**src/rtl/gate_sequence_accumulator.sv**
```systemverilog
// Folds a stream of 2x2 complex gates into a running unitary U <- G x U using an
// external complex matrix multiplier, then holds the composite until acknowledged.
module gate_sequence_accumulator #(
  parameter int WIDTH       = 19,
  parameter int ONE         = 131072,
  parameter int MUL_TIMEOUT = 8
) (
  input  logic                               clk,
  input  logic                               reset_n,
  input  logic [0:1][0:1][0:1][WIDTH-1:0]    gate_mtx,
  input  logic                               gate_valid,
  input  logic                               gate_last,
  output logic                               gate_ready,
  output logic [0:1][0:1][0:1][WIDTH-1:0]    mul_a,
  output logic [0:1][0:1][0:1][WIDTH-1:0]    mul_b,
  output logic                               mul_ready,
  input  logic [0:1][0:1][0:1][WIDTH-1:0]    mul_r,
  input  logic                               mul_completed,
  output logic [0:1][0:1][0:1][WIDTH-1:0]    result_mtx,
  output logic                               result_valid,
  input  logic                               result_ack,
  output logic [7:0]                         gate_count,
  output logic                               error
);

  typedef logic [0:1][0:1][0:1][WIDTH-1:0] mtx_t;
  typedef enum logic [2:0] {IDLE, ISSUE, WAIT, DONE, ERR} state_t;

  localparam int TW = $clog2(MUL_TIMEOUT + 1);
  localparam logic [TW-1:0] TMO_LAST = TW'(MUL_TIMEOUT - 1);

  function automatic mtx_t identity_mtx();
    mtx_t m;
    m = '0;
    m[0][0][0] = WIDTH'(ONE);
    m[1][1][0] = WIDTH'(ONE);
    return m;
  endfunction

  localparam mtx_t IDENTITY = identity_mtx();

  state_t          state_q, state_d;
  mtx_t            acc_q, acc_d;
  mtx_t            gbuf_q, gbuf_d;
  logic            last_q, last_d;
  logic [TW-1:0]   tmo_q, tmo_d;
  logic [7:0]      count_q, count_d;
  logic            error_q, error_d;
  logic            gate_ready_q, gate_ready_d;
  logic            mul_ready_q, mul_ready_d;
  logic            result_valid_q, result_valid_d;

  always_comb begin
    state_d        = state_q;
    acc_d          = acc_q;
    gbuf_d         = gbuf_q;
    last_d         = last_q;
    tmo_d          = tmo_q;
    count_d        = count_q;
    error_d        = error_q;
    gate_ready_d   = 1'b0;
    mul_ready_d    = 1'b0;
    result_valid_d = 1'b0;

    case (state_q)
      IDLE: begin
        if (gate_valid && gate_ready_q) begin
          gbuf_d  = gate_mtx;
          last_d  = gate_last;
          state_d = ISSUE;
        end
      end
      ISSUE: begin
        tmo_d   = '0;
        state_d = WAIT;
      end
      WAIT: begin
        // A product arriving in the final allowed cycle still wins over the timeout.
        if (mul_completed) begin
          acc_d   = mul_r;
          count_d = (count_q == 8'hFF) ? count_q : count_q + 8'd1;
          state_d = last_q ? DONE : IDLE;
        end else if (tmo_q == TMO_LAST) begin
          error_d = 1'b1;
          state_d = ERR;
        end else begin
          tmo_d = tmo_q + 1'b1;
        end
      end
      DONE: begin
        if (result_ack && result_valid_q) begin
          acc_d   = IDENTITY;
          count_d = 8'd0;
          state_d = IDLE;
        end
      end
      ERR:     state_d = ERR;
      default: state_d = IDLE;
    endcase

    // Handshake outputs are registered decodes of the state being entered.
    gate_ready_d   = (state_d == IDLE);
    mul_ready_d    = (state_d == ISSUE);
    result_valid_d = (state_d == DONE);
  end

  always_ff @(posedge clk or negedge reset_n) begin
    if (!reset_n) begin
      state_q        <= IDLE;
      acc_q          <= IDENTITY;
      gbuf_q         <= '0;
      last_q         <= 1'b0;
      tmo_q          <= '0;
      count_q        <= 8'd0;
      error_q        <= 1'b0;
      gate_ready_q   <= 1'b0;
      mul_ready_q    <= 1'b0;
      result_valid_q <= 1'b0;
    end else begin
      state_q        <= state_d;
      acc_q          <= acc_d;
      gbuf_q         <= gbuf_d;
      last_q         <= last_d;
      tmo_q          <= tmo_d;
      count_q        <= count_d;
      error_q        <= error_d;
      gate_ready_q   <= gate_ready_d;
      mul_ready_q    <= mul_ready_d;
      result_valid_q <= result_valid_d;
    end
  end

  assign gate_ready   = gate_ready_q;
  assign mul_ready    = mul_ready_q;
  assign result_valid = result_valid_q;
  assign mul_a        = gbuf_q;
  assign mul_b        = acc_q;
  assign result_mtx   = acc_q;
  assign gate_count   = count_q;
  assign error        = error_q;

endmodule

```
**config.mk**
```make
export PLATFORM = sky130hd
export DESIGN_NAME = gate_sequence_accumulator
export DESIGN_NICKNAME = d
export VERILOG_FILES = /design/src/rtl/gate_sequence_accumulator.sv
export SDC_FILE = /design/constraint.sdc
export NUM_CORES = 1
export LEC_CHECK = 0
export CAP_MARGIN = 20
export CORE_AREA = 4 4 300 302
export DETAILED_ROUTE_END_ITERATION = 8
export DIE_AREA = 0 0 304 306
export GPL_ROUTABILITY_DRIVEN = 0
export PLACE_DENSITY = 0.49
export RECOVER_POWER = 100
export SLEW_MARGIN = 20
export SYNTH_ARGS = -nofsm -noshare
export SYNTH_HDL_FRONTEND = slang
export SYNTH_SLANG_ARGS = --single-unit
export TNS_END_PERCENT = 20
```
**constraint.sdc**
```tcl
create_clock -name clk -period 1.9 [get_ports clk]
set_input_delay 0.57 -clock clk [delete_from_list [all_inputs] [get_ports clk]]
set_output_delay 0.57 -clock clk [all_outputs]
set_load 0.1 [all_outputs]
```
==> run_results.csv, run 1 <==
group,metric,value,unit
run_status,status,"finished with violations",
run_status,violations,"negative setup slack",
cts,clock_latency,0.56,ns
global_route,grt_pass1_wl,86810,um
route,drt-met1-wl,22130,um
worst_setup_path,start_kind,"flop",
sta,period_minus_slack,1.977,ns
yosys,syn_nets,1546,
worst_hold_path,hp-class,"flop to flop",
route,met3_length,4418,um
yosys,synth_top_area_cell,"dfrtp_1",
sta,finalHoldViolCount,0,
yosys,ys.flop_type,"dfrtp_1",
worst_setup_path,crit_fanout,3,
route,route.met2.wl,31330,um
sta,rsz0062_at_grt,"yes",
cells_and_area,synthToLayoutAreaGrowth,75.45,%
route,viasPerCell,3.712,
yosys,yosysSeqAreaShare,0.5834,
yosys,yosysMostFrequentCell,"dfrtp_1",
route,drc,0,
yosys,netlist_instances,1234,
place,numPortBuffers,777,
sta,fin_crit_sh,1.041,
sta,worst_slack,-0.07732,ns
cts,clk_pin_slew,0.06,ns
cells_and_area,drive_gt1_frac,0.3945,
global_route,grt_overflow,0,
worst_setup_path,required,1.33,ns
worst_setup_path,ff2ff_path_depth,5,
floorplanning,ios,778,
floorplanning,die_y,306,um
sta,finalMaxSlewViolations,0,
route,drt-initial-drc-count,413,
yosys,syn_area_per_cell,11.26,um^2
sta,relSlewSlack,0.4730,
worst_setup_path,cp_num_buf_inv,1,
yosys,synth-edff-count,0,
worst_setup_path,cp.arrival,1.41,ns
run,cap_violations,0,
cts,cts_tree,"done",
yosys,synthTopCellsByCount,"dfrtp_1 (322), nand2_1 (313), o21ai_0 (155), buf_4 (153), mux2_2 (144)",
worst_hold_path,holdPathEnd,"mul_a[4]",
worst_hold_path,hp-start,"mul_a[4]",
cts,root_buffer,"clkbuf_16",
place,hpwl,47960,um
worst_setup_path,worstSetupPathType,"flop to primary output",
cts,cts_buffers,39,
cts,clockBufferDepth,3,
worst_setup_path,r2r_setup_slack,0.01,ns
worst_setup_path,reg2reg_from,"state_q[0]",
yosys,ys_ff_latch,324,
route,via_count,11595,
route,postRouteAntennaNets,0,
route,top_layer_used,"met5",
cells_and_area,finalNetCount,2241,
sta,worstMarginPinSlew,0.7906,ns
sta,finalSetupViolCount,6,
worst_setup_path,cp_top_family,"flip-flops",
cells_and_area,fill_cells,9347,
sta,fmax,505.7,MHz
floorplanning,die_w,304,um
yosys,synthTopCellsByArea,"dfrtp_1 (58%), mux2_2 (12%), nand2_1 (8.5%), buf_4 (8.3%), o21ai_0 (5.6%)",
worst_setup_path,cp_cell_sequence,"buf_12",
sta,skew,0.02407,ns
floorplanning,start_util,0.1585,
worst_setup_path,slowest_delay,0.64,ns
route,drt-total-wl,59500,um
route,wl_per_cell,19.05,um
global_route,grt_pass1_vias,12794,
global_route,grt_antenna_before_repair,5,
cts,cts_sinks,324,
floorplanning,core_area,0.08769,mm^2
yosys,synth_top_area_share,0.5797,
cells_and_area,fin_util,0.2781,
floorplanning,std_cell_rows,109,
global_route,grt_max_degree,51,
global_route,gr-usage-all-layers,0.1218,
floorplanning,dieArea,0.09302,mm^2
worst_setup_path,endpoint_kind,"primary output",
yosys,ys_types,50,
yosys,ys_async_sr_fraction,1.000,
yosys,synth_area,0.01390,mm^2
worst_hold_path,hold_depth,1,
route,first_pass_iters,5,
worst_setup_path,r2r_end,"gate_count[6]",
cts,h-tree-depth,2,
yosys,ys_warn_count,0,
worst_setup_path,cp_slowest_cell,"dfstp_2",
state kept, by name, indices dropped and copies added (netlist names):
register      cells
mul_a           152
mul_b           152
gate_count        8
tmo_q             4
state_q           3
error             1
gate_ready        1
last_q            1
mul_ready         1
result_valid      1
through the flow:
| step | TNS, ns | instance area [um^2] | setup slack (ns) | std cells | hold WS [ns] |
|---|---|---|---|---|---|
| CTS | -0.4788 | 28560 | -0.1694 | 3121 | 0.5097 |
| detailed placement | -82.29 | 27230 | -0.3610 | 3051 | 0.5415 |
| global route | -8.821 | 24390 | -0.1461 | 3124 | 0.4984 |
| global placement | -70.17 | 27230 | -0.2998 | 3051 | 0.5383 |
| finish | -0.1746 | 24390 | -0.07732 | 3124 | 0.4849 |
| floorplan | -1.512 | 13900 | -0.04233 | 1234 | 0.2744 |
cells in the final DEF, fill, tap and decap left out, types with 8 or more instances in the layout:
| cell type | Yosys | final |
|---|---|---|
| buf_6 | 7 | 220 |
| dfrtp_2 | 0 | 8 |
| clkbuf_16 | 0 | 39 |
| mux2_2 | 144 | 144 |
| dfrtp_1 | 322 | 314 |
| buf_8 | 11 | 41 |
| buf_12 | 0 | 77 |
| clkbuf_2 | 1 | 14 |
| clkbuf_8 | 0 | 11 |
| nor2_1 | 10 | 11 |
| mux2_1 | 9 | 9 |
| nand2_1 | 313 | 313 |
| clkdlybuf4s50_1 | 0 | 307 |
| buf_4 | 153 | 195 |
| clkinv_2 | 0 | 8 |
| clkbuf_1 | 15 | 20 |
| o21ai_0 | 155 | 154 |
routing by layer:
layer,track usage,vias to the layer above
met5,0,-
met3,0.04462,84
met4,0.03411,4
met1,0.1290,5721
li1,-,5339
met2,0.2267,447
cells by family (layout without fill, tap and decap cells):
group	Yosys count	count (layout)	share of synthesized area
AOI/OAI and AO/OA	175	175	0.06706
DFF	324	324	0.5834
adders and majority gates	2	2	0.001800
and+or+nand+nor	352	352	0.1037
muxes	155	155	0.1254
buffers and inverters	225	948	0.1180
other	0	2	0
xor gates and xnor gates	1	1	0.0006302
final cells by class:
class	instances	area [um^2]	share of cell area
diodes	2	5.005	0.0002052
clock inverters	13	140.1	0.005746
repair buffers	876	9376	0.3845
multi-input cells	685	4128	0.1692
inverters	3	11.26	0.0004617
clock buffers	56	1150	0.04715
well taps	1165	1458	0.05977
flip-flops and latches	324	8120	0.3330
repair_timing:
action | CTS | global route
hold buffers | 1 | 0
setup buffers | 0 | 1
gates resized for setup | 24 | 11
endpoints found under the setup margin | 49 | 23
hold endpoints to repair | 18 | 0
pin swaps | 0 | 0
worst max-delay path by stage:
stage | startpoint | to | slack (ns) | depth (start not counted)
finish | mul_b[150] | mul_b[150] | -0.08 | 1
global route | mul_b[150] | mul_b[150] | -0.15 | 1
CTS | mul_b[150] | mul_b[150] | -0.17 | 1
detailed placement | mul_completed | mul_b[36] | -0.36 | 6
global placement | mul_completed | mul_b[23] | -0.30 | 6
floorplan | gate_count[2] | gate_count[5] | -0.04 | 4
Power of run 1 is not shown: default switching activity piles up to over one toggle a cycle in this logic, so the estimate is an artifact.
==> inputs of run 2 (changes only) <==
--- a/config.mk
+++ b/config.mk
@@ -16,4 +16,4 @@
 export SYNTH_ARGS = -nofsm -noshare
 export SYNTH_HDL_FRONTEND = slang
 export SYNTH_SLANG_ARGS = --single-unit
-export TNS_END_PERCENT = 20
+export TNS_END_PERCENT = 100
==> run 2 against run 1 <==
  * The flow still finishes with violations (negative setup slack)
  * Critical path depth unchanged
  * Core utilization is 3.0 points higher
  * Sequential share of layout area shrank 2.5 points
  * Worst setup slack improved by 0.031 ns
  * Count of clock-buffer cells in the layout grew 5
  * Global-route usage increased by 0.14 points
  * First-iteration DRC count grew 4.4%
  * Sequential cell count unchanged
  * Hold slack got worse by 0.0020 ns
  * Critical endpoint is now result_mtx[36]
  * Largest cell class unchanged
==> run_results.csv, run 2 (same netlist as run 1, synthesis figures left out) <==
group,metric,value,unit
sta,hold_ws,0.4829,ns
sta,worstMarginPinSlew,0.8416,ns
worst_setup_path,endpoint_kind,"primary output",
worst_setup_path,worstSetupPathType,"flop to primary output",
cells_and_area,finalInstanceArea,0.02700,mm^2
route,drc,0,
run_status,violations,"negative setup slack",
run_status,status,"finished with violations",
floorplanning,std_cell_rows,109,
worst_setup_path,r2r_end,"mul_b[69]",
worst_setup_path,ff2ff_path_depth,6,
worst_setup_path,cp.arrival,1.38,ns
worst_setup_path,r2r_setup_slack,0.05,ns
floorplanning,die_y,306,um
sta,finalSetupViolCount,3,
worst_setup_path,crit_fanout,3,
worst_setup_path,cp_num_buf_inv,1,
floorplanning,ios,778,
worst_setup_path,cp_cell_sequence,"buf_12",
place,placed_area,0.02731,mm^2
cts,cts_sinks,324,
worst_setup_path,slowest_delay,0.63,ns
place,hpwl,49260,um
sta,rsz0062_at_grt,"yes",
route,postRouteAntennaNets,0,
global_route,grt_pass1_wl,87150,um
global_route,gr-usage-all-layers,0.1232,
floorplanning,dieArea,0.09302,mm^2
cells_and_area,synthToLayoutAreaGrowth,94.24,%
floorplanning,core_area,0.08769,mm^2
global_route,grt_max_degree,92,
global_route,grt_antenna_before_repair,4,
floorplanning,die_w,304,um
global_route,grt_pass1_vias,12488,
sta,relSlewSlack,0.4390,
worst_setup_path,cp_top_family,"flip-flops",
sta,finalMaxSlewViolations,0,
cts,clockBufferDepth,3,
cells_and_area,fill_cells,8902,
sta,fmax,513.7,MHz
place,place_ws,-0.3429,ns
sta,skew,0.02365,ns
place,numPortBuffers,777,
route,drt-total-wl,59930,um
worst_hold_path,hp-class,"flop to flop",
cells_and_area,final_common_cell,"buf_12",
worst_setup_path,crit_cells,1,
worst_setup_path,cp_slowest_cell,"dfstp_2",
cells_and_area,final_cell_mix,"buf_12 (368), nand2_1 (313), clkdlybuf4s50_1 (307), dfrtp_1 (169), o21ai_0 (155)",
global_route,grt_overflow,0,
cts,clk_pin_slew,0.06,ns
sta,fin_crit_sh,1.025,
worst_setup_path,cp-startpoint,"mul_b[36]",
sta,worst_slack,-0.04675,ns
worst_setup_path,reg2reg_from,"state_q[0]",
route,via_count,11520,
cells_and_area,finalNetCount,2223,
cts,cts_buffers,41,
floorplanning,start_util,0.1585,
route,wl_per_cell,19.27,um
route,drt-initial-drc-count,431,
worst_setup_path,start_kind,"flop",
sta,period_minus_slack,1.947,ns
cts,cts_tree,"done",
cells_and_area,drive_gt1_frac,0.4624,
worst_setup_path,required,1.33,ns
worst_setup_path,crit_end,"result_mtx[36]",
sta,finalHoldViolCount,0,
cts,root_buffer,"clkbuf_16",
route,viasPerCell,3.704,
run,cap_violations,0,
cts,clock_latency,0.56,ns
cts,h-tree-depth,2,
route,first_pass_iters,4,
==> run 2: changes by cell type in the layout (fill, tap and decap cells not counted), sizes merged <==
| cell | change |
|---|---|
| inv | +1 |
| clkinv | -3 |
| clkbuf | +15 |
| buf | -30 |
| diode | +3 |
==> run 2: how the worst min path moves through the flow <==
stage | start | to | slack, ns | cells after the start
after floorplan | reset_n | error | 0.27 | 0
final | mul_a[5] | mul_a[5] | 0.48 | 1
after detailed placement | reset_n | mul_a[30] | 0.48 | 1
after global routing | reset_n | mul_a[33] | 0.49 | 2
after global placement | reset_n | mul_a[22] | 0.48 | 1
after CTS | reset_n | mul_a[33] | 0.44 | 2
==> run 2: final cells by class <==
| type | instances | area (um^2) | area share |
|---|---|---|---|
| timing repair buffer | 856 | 11740 | 0.4346 |
| sequential | 324 | 8302 | 0.3075 |
| multi-input combinational | 685 | 4146 | 0.1536 |
| tap | 1165 | 1458 | 0.05399 |
| clock buffer | 61 | 1202 | 0.04453 |
| clock inverter | 11 | 133.9 | 0.004958 |
| antenna | 5 | 12.51 | 0.0004634 |
| inverter | 3 | 11.26 | 0.0004171 |
==> run 2: metal layers <==
layer / vias up / track usage / part of all wire / wire length [um]
met4: 2 / 0.03301 / 0.024 / 1416
met1: 5669 / 0.1352 / 0.37 / 22140
met5: - / 0 / 0.00022 / 13
li1: 5306 / - / - / -
met2: 475 / 0.2266 / 0.53 / 31710
met3: 68 / 0.04214 / 0.078 / 4655
==> run 2: stage by stage <==
step,setup TNS (ns),instances,utilization
after global routing,-5.244,3107,0.3078
after floorplan,0,1234,-
final,-0.1022,3110,0.3079
after global placement,-68.67,3032,0.3115
after CTS,-0.3241,3105,0.3269
after detailed placement,-76.51,3032,0.3115
==> run 2: what timing repair did <==
item	4_1_cts	5_1_grt
pin swaps	0	0
gates resized for setup	3	0
endpoints found under the setup margin	8	4
endpoints found under the hold margin	21	0
setup buffers	0	0
hold buffers	1	0
Power of run 2 is left out for the same reason.
